$ cat src/rtl/phy_rx_detect.sv
// PHY receiver-detect sequencer: settle, charge and debounced sample of the
// per-lane detect comparators, with periodic retry until a load is found.
module phy_rx_detect #(
    parameter int NUM_LANES        = 4,
    parameter int CM_SETTLE_CYCLES = 8,
    parameter int CHARGE_CYCLES    = 16,
    parameter int SAMPLE_CYCLES    = 4,
    parameter int RETRY_CYCLES     = 32
) (
    input  logic                 clk_i,
    input  logic                 rst_i,
    input  logic                 detect_req_i,
    input  logic [NUM_LANES-1:0] phy_rx_status_i,
    output logic                 tx_elec_idle_o,
    output logic                 tx_detect_rx_o,
    output logic                 any_phy_lane_detect_o,
    output logic [NUM_LANES-1:0] lane_detected_o,
    output logic                 busy_o
);

    localparam int MAX_A = (CM_SETTLE_CYCLES > CHARGE_CYCLES) ?
                           CM_SETTLE_CYCLES : CHARGE_CYCLES;
    localparam int MAX_B = (SAMPLE_CYCLES > RETRY_CYCLES) ?
                           SAMPLE_CYCLES : RETRY_CYCLES;
    localparam int MAX_C = (MAX_A > MAX_B) ? MAX_A : MAX_B;
    localparam int CNT_W = $clog2(MAX_C + 1);

    localparam logic [CNT_W-1:0] CM_LOAD = CNT_W'(CM_SETTLE_CYCLES - 1);
    localparam logic [CNT_W-1:0] CH_LOAD = CNT_W'(CHARGE_CYCLES - 1);
    localparam logic [CNT_W-1:0] SA_LOAD = CNT_W'(SAMPLE_CYCLES - 1);
    localparam logic [CNT_W-1:0] RT_LOAD = CNT_W'(RETRY_CYCLES - 1);

    typedef enum logic [2:0] {
        IDLE,
        CM_SETTLE,
        CHARGE,
        SAMPLE,
        EVAL,
        RETRY,
        WAIT_DROP
    } state_t;

    state_t               state_q;
    logic [CNT_W-1:0]     cnt_q;
    logic [NUM_LANES-1:0] acc_q;
    logic                 eval_hit_q;
    logic                 abort;
    logic                 cnt_done;
    logic [NUM_LANES-1:0] acc_next;

    assign abort    = !detect_req_i && (state_q != IDLE) && (state_q != WAIT_DROP);
    assign cnt_done = (cnt_q == '0);
    assign acc_next = acc_q & phy_rx_status_i;

    // A request dropped during EVAL suppresses the pulse in that same cycle.
    assign any_phy_lane_detect_o = eval_hit_q & detect_req_i;
    assign tx_elec_idle_o        = 1'b1;

    always_ff @(posedge clk_i) begin
        if (rst_i) begin
            state_q         <= IDLE;
            cnt_q           <= '0;
            acc_q           <= '0;
            eval_hit_q      <= 1'b0;
            lane_detected_o <= '0;
            tx_detect_rx_o  <= 1'b0;
            busy_o          <= 1'b0;
        end else if (abort) begin
            state_q        <= IDLE;
            cnt_q          <= '0;
            eval_hit_q     <= 1'b0;
            tx_detect_rx_o <= 1'b0;
            busy_o         <= 1'b0;
        end else begin
            eval_hit_q <= 1'b0;
            unique case (state_q)
                IDLE: begin
                    if (detect_req_i) begin
                        state_q <= CM_SETTLE;
                        cnt_q   <= CM_LOAD;
                        busy_o  <= 1'b1;
                    end
                end
                CM_SETTLE: begin
                    if (cnt_done) begin
                        state_q        <= CHARGE;
                        cnt_q          <= CH_LOAD;
                        tx_detect_rx_o <= 1'b1;
                    end else begin
                        cnt_q <= cnt_q - 1'b1;
                    end
                end
                CHARGE: begin
                    if (cnt_done) begin
                        state_q <= SAMPLE;
                        cnt_q   <= SA_LOAD;
                        acc_q   <= '1;
                    end else begin
                        cnt_q <= cnt_q - 1'b1;
                    end
                end
                SAMPLE: begin
                    acc_q <= acc_next;
                    if (cnt_done) begin
                        state_q        <= EVAL;
                        tx_detect_rx_o <= 1'b0;
                        eval_hit_q     <= |acc_next;
                    end else begin
                        cnt_q <= cnt_q - 1'b1;
                    end
                end
                EVAL: begin
                    lane_detected_o <= acc_q;
                    if (|acc_q) begin
                        state_q <= WAIT_DROP;
                    end else begin
                        state_q <= RETRY;
                        cnt_q   <= RT_LOAD;
                    end
                end
                RETRY: begin
                    if (cnt_done) begin
                        state_q <= CM_SETTLE;
                        cnt_q   <= CM_LOAD;
                    end else begin
                        cnt_q <= cnt_q - 1'b1;
                    end
                end
                WAIT_DROP: begin
                    if (!detect_req_i) begin
                        state_q <= IDLE;
                        busy_o  <= 1'b0;
                    end
                end
                default: begin
                    state_q        <= IDLE;
                    tx_detect_rx_o <= 1'b0;
                    busy_o         <= 1'b0;
                end
            endcase
        end
    end

endmodule
$ cat config.mk
export PLATFORM = sky130hd
export DESIGN_NAME = phy_rx_detect
export DESIGN_NICKNAME = d
export VERILOG_FILES = /design/src/rtl/phy_rx_detect.sv
export SDC_FILE = /design/constraint.sdc
export NUM_CORES = 1
export LEC_CHECK = 0
export CAP_MARGIN = 40
export CORE_UTILIZATION = 48
export DETAILED_ROUTE_END_ITERATION = 10
export PLACE_DENSITY = 0.81
export SYNTH_ARGS = -nofsm -noshare
export SYNTH_HDL_FRONTEND = slang
export SYNTH_SLANG_ARGS = --single-unit
$ cat constraint.sdc
create_clock -name clk_i -period 1.9 [get_ports clk_i]
set_input_delay 0.285 -clock clk_i [delete_from_list [all_inputs] [get_ports clk_i]]
set_output_delay 0.285 -clock clk_i [all_outputs]
set_load 0.005 [all_outputs]
* After elaboration in Yosys (flattened, before gate mapping) *
Cells that the tools add are included.

cells by class
  add/subtract/negate cells = 1
  equality and inequality tests = 15
  bitwise gates (word level) = 7
  reduce and logical (&&, ||, !) cells = 20
  multiplexer cells = 23

operators by type and width
  kind                                                                    number
  6-bit 2-to-1 mux                                                        6
  6-bit case mux with 6 select lines                                      1
  3-bit case mux with 7 select lines                                      1
  3-bit 2-to-1 mux                                                        6
  2-bit != test (second input constant)                                   8
  4-bit OR reduction                                                      3
  5-bit OR reduction                                                      2
  3-bit equality test (second input constant)                             3
  3-bit AND reduction                                                     3
  4-bit case mux with 2 select lines                                      1
  3-bit by 2-bit equality test with 1-bit output (second input constant)  2
  6-bit zero test                                                         1
  1-bit case mux with 3 select lines                                      2
  6-bit AND reduction                                                     1
  6-bit nonzero test                                                      1
  6-bit by 1-bit subtractor with 6-bit output (second input constant)     1
  1-bit NOT                                                               5
  4-bit bitwise AND                                                       1
  1-bit 2-to-1 mux                                                        4
  4-bit 2-to-1 mux                                                        1
  4-bit AND reduction                                                     1
  3-bit by 1-bit equality test with 1-bit output (second input constant)  1
  3-bit zero test                                                         1
  3-bit != test (second input constant)                                   1
  8 further kinds                                                         9

word-level totals
  word-level logic and storage cells = 73
  output and inout port bits = 8
  register bits = 20

* Longest topological paths before layout *
Gate-level depths: netlist of run 1.

  depth in word-level cells = 5
  depth in mapped cells = 8

* Worst setup path before layout of run 1 *
OpenSTA, ideal clock, no wires.

  path type = register -> register
  start point = reg cnt_q[0]
  end point = reg cnt_q[1]
  path slack = -0.125 ns
  path buffers = 1
  stages on the path, launching flop included = 9
  arrival time = 1.952 ns
  required time = 1.827 ns
  cell sequence = dfxtp_1 inv_1 ha_1 or4b_1 clkbuf_2 or3_1 a22o_1 o211a_1 nor3_2

between the ends
  word-level cells in the longest chain between the ends = 3

ends and longest elaborated chain
  what                                                                            RTL line  text
  start: declaration                                                              44        logic [CNT_W-1:0] cnt_q;
  start signal: assignment                                                        90        cnt_q <= cnt_q - 1'b1;
  start signal: assignment                                                        99        cnt_q <= cnt_q - 1'b1;
  start signal: assignment                                                        109       cnt_q <= cnt_q - 1'b1;
  6-bit by 1-bit subtractor with 6-bit output or 6-bit zero test (tied branches)  -
  6-bit 2-to-1 mux, or another cell as far along                                  122       if (cnt_done) begin
  6-bit case mux with 6 select lines or 4-bit AND reduction (tied branches)       -

Several ways; a longest one is shown, not always the timed one. The select of a mux whose other input is x is not followed.
A chain may end at the register's enable or synchronous reset.

* Worst setup path after layout of run 1 *
  start point = reg cnt_q[0]
  end point = reg cnt_q[3]

The elaborated chain is that of the path after synthesis.

==> results of run 1 <==
## cell usage after synthesis (all sizes together)
library cell,instances,area (sq um)
a222oi,1,10.0
o221ai,1,8.76
nor2b,3,18.8
a311oi,2,35.0
a21o,1,7.51
o311a,1,11.3
o21ai,10,50.0
a21oi,7,35.0
inv,8,30.0
a22o,2,17.5
o311ai,1,8.76
nor2,19,73.8
nand4,1,6.26
a31oi,2,12.5
nor3,7,40.0
o21a,1,7.51
nand2b,3,26.3
a211oi,4,30.0
a32oi,2,17.5
o22ai,1,6.26
o2bb2ai,1,8.76
or4,2,15.0
nor4,1,6.26
dfxtp,20,400
nor3b,1,7.51
nand3,3,15.0
ha,1,12.5
buf,2,11.3
mux2i,5,50.1
o211a,1,10.0
and2,1,6.26
and3,2,12.5
or4b,1,10.0
nand3b,1,7.51
a2111o,1,11.3
conb,1,3.75
clkbuf,8,31.3
a2bb2oi,2,17.5
nand2,9,33.8
a221oi,1,8.76
or3,1,6.26
## registers in the layout (all words and copies together), names as in the netlist
signal / flops
acc_q: 4
busy_o: 1
cnt_q: 6
eval_hit_q: 1
lane_detected_o: 4
state_q: 3
tx_detect_rx_o: 1
## per-layer routing
layer	share of wire	vias up	wire, microns
met2	0.49	37	1550
met1	0.46	571	1470
met4	0.0056	0	18
li1	-	595	-
met5	0	-	0
met3	0.048	2	152
## kinds of logic (layout without fill, tap and decap cells)
group | Yosys count | in the layout
simple gates | 55 | 55
compound gates | 42 | 42
flops | 20 | 20
buf+inv | 18 | 55
mux | 5 | 5
fa+ha+maj | 1 | 1
other cells | 1 | 1
## where the power goes
group / internal, W / switching [W]
logic: 0.000659 / 0.000662
clock network: 0.000213 / 0.000139
registers: 0.000511 / 0.0000942
## tightest hold or removal path, stage by stage (launching register included)
cell and delay [ps]:
dfxtp_1 350, a2bb2oi_1 60, nor2_1 70
## area by class of cell
class,count,area [sq um]
inverters,8,30.0
flip-flops and latches,20,403
repair buffers,43,355
multi-input cells,104,702
well taps,28,35.0
fillers,176,656
clock buffers,3,22.5
clock inverters,1,30.0
## repair_timing
action | in CTS | in global routing
cloned | 0 | 0
setup buffers | 3 | 2
pin swaps | 5 | 2
gates resized for setup | 3 | 1
endpoints found under the setup margin | 8 | 8
## worst max path at each step
stage / to / slack [ps]
after floorplan: cnt_q[1]$_SDFFE_PP0P_ / -60
after global placement: cnt_q[3]$_SDFFE_PP0P_ / -100
after detailed placement: cnt_q[3]$_SDFFE_PP0P_ / -170
after CTS: cnt_q[1]$_SDFFE_PP0P_ / -110
after global routing: cnt_q[1]$_SDFFE_PP0P_ / -230
final: cnt_q[3]$_SDFFE_PP0P_ / -150
## through the flow
stage               cells  instance area, sq um  utilization
global placement      198                  1460        0.655
CTS                   205                  1560        0.697
global route          207                  1580        0.706
finish                207                  1580        0.706
floorplan             142                  1150            -
detailed placement    198                  1460        0.655
==> results by group, run 1 <==
Run status
  – Outcome: finished with violations
  – Failing checks: setup timing

Power and ir drop
  – Total chip power: about 0.0023 W
  – Leakage power: roughly 0.64 nW
  – PwrDens: 1440 nW/um^2
  – Maximum vdd drop: 847 uV

Floorplan
  – Die Y: 50.7 microns
  – Core area: 2230 sq um
  – Die width: about 51 microns
  – Die ar.: 2570 sq um
  – Initial Utilization: 0.510
  – # rows: 17
  – Num ports: 15

Worst setup path
  – Top delay family on crit path: simple AND/OR/NAND/NOR gates
  – Crit. End Element: flop
  – Startpoint type of the worst setup path: flop
  – Crit path kind: flop to flop
  – WP buf/inv: 2
  – Worst r2r dst: cnt_q[3]$_SDFFE_PP0P_
  – Req. time, crit path: 2120 ps
  – Reg2reg start: cnt_q[0]$_SDFFE_PP0P_
  – FF-to-FF path depth: 8
  – Critical Path Max Stage Delay: 500 ps
  – Slowest cell on the critical path: or4b_4
  – Cells along the critical path: inv_2, ha_4, or4b_4, nand2b_4, a222oi_1, buf_4, o21ai_1, a211oi_1
  – Reg2reg setup slack: -150 ps
  – Critical Path AT: about 2300 ps
  – Worst Setup SP: cnt_q[0]$_SDFFE_PP0P_
  – CP Max Fanout: 5
  – Worst path depth: 8

Logic synthesis
  – Post-Synth Simple-Gate Area: 0.251
  – Yosys Warn Count: 0
  – Distinct cells, synth: 48
  – Mapped cell area: 1140 sq um
  – Mapped Cells: 142
  – Largest family of logic cells by synthesized area: compound AO/OA/AOI/OAI gates
  – Yosys reg bits: 20
  – Post-Synth Adder-Cell Area: 0.0110
  – Synth Area in Compound Gates: 0.276
  – Mux contribution to synthesized area: 0.0440
  – Synthesized Nets: 150
  – Xor and xnor area share after synthesis: 0
  – Sequential element share of the synthesized area: 0.352
  – Mean Syn Cell Area: 8.02 sq um

Detailed routing
  – DRC Markers: 0
  – Total wire length: 3200 microns
  – Antenna-violating nets left: 0
  – DRT iter0 DRCs: 49
  – Vias per inst: 5.82
  – Drt pass-1 iters: 4
  – Vias: 1205
  – Routed wire per std cell: 15.4 microns

STA
  – Hold slack: between 500 and 600 ps
  – Tcrit/Tclk final: 1.08
  – Fin. Hold Viols: 0
  – Min Tclk post-route: 2050 ps
  – RSZ-0062 raised after global routing: true
  – Setup ws final: -148 ps
  – Fmax: ~490 MHz
  – Final setup fails: 5
  – Max-slew violation count: 0
  – Setup tns final: -492 ps
  – Clk_skew: 12.8 ps

GRT
  – First-pass GRT wire length: 5230 microns
  – M3 GR Usage: 0.0485
  – GRT met1 Usage: 0.359
  – M2 GR Usage: 0.440
  – GRT busiest layer: met2
  – Tot GR Track Use: 0.273
  – Largest net degree at the start of global routing: 16
  – Gr ovfl total: 0
  – Initial antenna violation count: 0
  – Vias in the first global route: around 1100

Place
  – Dpl hpwl: 2220 microns
  – Routability Congestion: 0.957
  – Post-Place Worst Slack: -166 ps
  – Port Buffers: 13

CTS
  – Clock Tree Buf Depth: 2
  – Latest clock arrival within the worst-skew pair: 310 ps
  – Htree depth: 1
  – Root Buffer: clkbuf_4
  – Num CTS Buffers: 3
  – Clock Sinks: 20
  – CTS tree: yes
  – Clock-pin slew on the worst setup and hold paths: approximately 130 ps
  – # hold bufs at CTS: 0

Min path
  – Hold path depth: 2
  – Hold EP: busy_o$_SDFFE_PP0P_
  – Hold Crit Class: flop to flop
  – Hold path startpoint: busy_o$_SDFFE_PP0P_

Final layout
  – Most frequent cells in the layout: buf_4, nor2_1, dfxtp_1, clkdlybuf4s50_1
  – Commonest non-fill, non-tap cell in the layout: buf_4
  – Antenna cell count: 0
  – Share of cells above drive strength 1: 0.268
  – Synthesis-to-finish area growth: 38.6%
  – Final nets: 188

Job
  – Max_cap viols: 0
Note: power is estimated with default switching activity, not from simulation.
==> run 2, diff against run 1 <==
- CORE_MARGIN: default -> 1.5
- PLACE_DENSITY: 0.81 -> 0.74
==> run 2 against run 1 <==
Against the previous run: count of clock-buffer cells in the layout did not move; the run still ends with setup timing left; routed wire length fell by 1.8%; cell count fell by 0.48%; die area rose by 4.0%; total power fell by 0.68%; utilization rose by 1.4 points; clock skew fell by 6.3 ps; clock power barely moved; sequential power fell by 2%; first-iteration DRC count fell by 29%.
==> results by group, run 2 (same netlist as run 1, synthesis figures left out) <==
CTS
  – CTS tree: yes
  – Htree depth: 1 (unchanged)
  – Latest clock arrival within the worst-skew pair: 310 ps (about the same)
  – # hold bufs at CTS: 0 (unchanged)
  – Clock Sinks: 20 (unchanged)
  – Clock Tree Buf Depth: 2 (unchanged)
  – Root Buffer: clkbuf_4
  – Num CTS Buffers: 3 (unchanged)
  – Clock-pin slew on the worst setup and hold paths: 120 ps (about the same)

STA
  – Tcrit/Tclk final: 1.06 (-0.0204)
  – Min Tclk post-route: 2010 ps (-38.7 ps)
  – Final setup fails: 4 (-1)
  – Clk_skew: 6.50 ps (-6.30 ps)
  – Setup tns final: -271 ps (+221 ps)
  – Max-slew violation count: 0 (unchanged)
  – Fmax: 498 MHz (+1.9%)
  – Setup ws final: -109 ps (+38.7 ps)
  – RSZ-0062 raised after global routing: true
  – Fin. Hold Viols: 0 (unchanged)

Floorplan
  – Die Y: 51.7 microns (+2.0%)
  – # rows: 17 (unchanged)
  – Core area: 2230 sq um (unchanged)
  – Die ar.: 2670 sq um (+4.0%)
  – Die width: 51.7 microns (+2.0%)
  – Initial Utilization: 0.510 (unchanged)
  – Num ports: 15 (unchanged)

GRT
  – M3 GR Usage: 0.0345 (-0.0140)
  – GRT met1 Usage: 0.305 (-0.0538)
  – M2 GR Usage: 0.470 (+0.0301)
  – Tot GR Track Use: 0.256 (-0.0175)
  – Gr ovfl total: 0 (unchanged)
  – First-pass GRT wire length: 5040 microns (-3.6%)
  – Vias in the first global route: 1116 (-1.2%)
  – Largest net degree at the start of global routing: 13 (-3)
  – Initial antenna violation count: 0 (unchanged)
  – GRT busiest layer: met2

Detailed routing
  – Routed wire per std cell: 15.2 microns (-1.4%)
  – Vias per inst: 5.78 (-0.77%)
  – DRT iter0 DRCs: 35 (-29%)
  – Antenna-violating nets left: 0 (unchanged)
  – Total wire length: 3140 microns (-1.8%)
  – Vias: 1190 (-1.2%)
  – Drt pass-1 iters: 4 (unchanged)
  – DRC Markers: 0 (unchanged)

Power and ir drop
  – PwrDens: 1410 nW/um^2 (-2.6%)
  – Total chip power: 0.00226 W (-0.68%)
  – Leakage power: 0.639 nW (about the same)
  – Maximum vdd drop: 752 uV (-11%)

Run status
  – Failing checks: setup timing
  – Outcome: finished with violations

Worst setup path
  – CP Max Fanout: 6 (+1)
  – Cells along the critical path: inv_2, ha_4, or4b_4, or3_4, a22o_4, o211a_1, nor3_2
  – Critical Path AT: 2250 ps (-20 ps)
  – Crit. End Element: flop
  – Slowest cell on the critical path: or4b_4
  – Reg2reg setup slack: -110 ps (+40 ps)
  – Critical Path Max Stage Delay: 500 ps (about the same)
  – Crit path kind: flop to flop
  – Req. time, crit path: 2140 ps (+20 ps)
  – Startpoint type of the worst setup path: flop

Place
  – Port Buffers: 13 (unchanged)
  – Dpl cells: 201 (+1.5%)
  – DP Area: 1490 sq um (+1.5%)
  – Post-Place Worst Slack: -175 ps (-8.88 ps)
  – Dpl hpwl: 2350 microns (+5.9%)
  – Routability Congestion: 0.918 (-4.1%)

Final layout
  – Most frequent cells in the layout: buf_4, nor2_1, dfxtp_1, clkdlybuf4s50_1
  – Antenna cell count: 0 (unchanged)
  – Synthesis-to-finish area growth: 41.3%
  – Final nets: 187 (-0.53%)
  – Max reg flops: 6 (unchanged)
  – Largest reg by FF count: cnt_q
  – Top Registers: cnt_q x6, acc_q x4, lane_detected_o x4
  – Final Cell Area: 1610 sq um (+2.0%)
  – Commonest non-fill, non-tap cell in the layout: buf_4
  – Non-filler cells, final: 206 (-0.48%)
  – Share of cells above drive strength 1: 0.298 (+0.0296)

Min path
  – Hold Crit Class: flop to flop

Job
  – Max_cap viols: 0 (unchanged)
==> run 2: changes by cell type in the layout (fill, tap and decap cells not counted) <==
| cell | before | now |
|---|---|---|
| buf_12 | 0 | 1 |
| a211oi_1 | 4 | 3 |
| nand3_2 | 0 | 1 |
| and3_1 | 2 | 1 |
| and3_4 | 0 | 1 |
| a211oi_2 | 0 | 1 |
| buf_4 | 30 | 28 |
| nand3_1 | 3 | 2 |
| a21oi_1 | 7 | 4 |
| a21oi_2 | 0 | 3 |
==> run 2: per-layer routing <==
metal / vias to the layer above / part of all wire
met5: - / 0
met4: 0 / 0.011
met3: 5 / 0.036
met2: 29 / 0.52
met1: 566 / 0.43
li1: 590 / -
==> run 2: critical path, delay by kind of cell, from the launching register on <==
family	cells	cell delay [ps]
AND/OR/NAND/NOR	3	980
adder cells (fa/ha/maj)	1	120
flip-flops	1	350
buffers and inverters	1	70
AO/OA/AOI/OAI	2	410
==> run 2: path summary, 6_finish.rpt <==
check                           cells after the start                              end                            start
worst max-delay path                                7            cnt_q[1]$_SDFFE_PP0P_            cnt_q[0]$_SDFFE_PP0P_
worst min-delay path                                2  lane_detected_o[2]$_SDFFE_PP0P_  lane_detected_o[2]$_SDFFE_PP0P_
worst max register to register                      7            cnt_q[1]$_SDFFE_PP0P_            cnt_q[0]$_SDFFE_PP0P_
worst min register to register                      2  lane_detected_o[2]$_SDFFE_PP0P_  lane_detected_o[2]$_SDFFE_PP0P_
==> run 2: power breakdown <==
group          leakage, nW  switching, W  internal [W]  total (W)
clock network       0.0279      0.000138      0.000213   0.000352
registers            0.164     0.0000847      0.000511   0.000595
logic                0.448      0.000657      0.000658    0.00132
==> run 2: repair_timing <==
action | CTS | global route
resized for setup | 3 | 7
endpoints found under the setup margin | 11 | 13
pin swaps | 3 | 3
cloned | 0 | 0
buffers inserted | 1 | 0
==> run 2: layout make-up <==
| type | instances | area [sq um] |
|---|---|---|
| inverters | 8 | 30.0 |
| clock buffers | 3 | 22.5 |
| fillers | 184 | 624 |
| well taps | 28 | 35.0 |
| clock inverters | 1 | 30.0 |
| flip-flops and latches | 20 | 403 |
| repair buffers | 42 | 360 |
| multi-input cells | 104 | 728 |
==> run 2: through the flow <==
step	hold WS [ps]	util
after floorplan	447	-
after global placement	468	0.666
after detailed placement	486	0.666
after CTS	513	0.706
after global routing	554	0.720
final	514	0.720
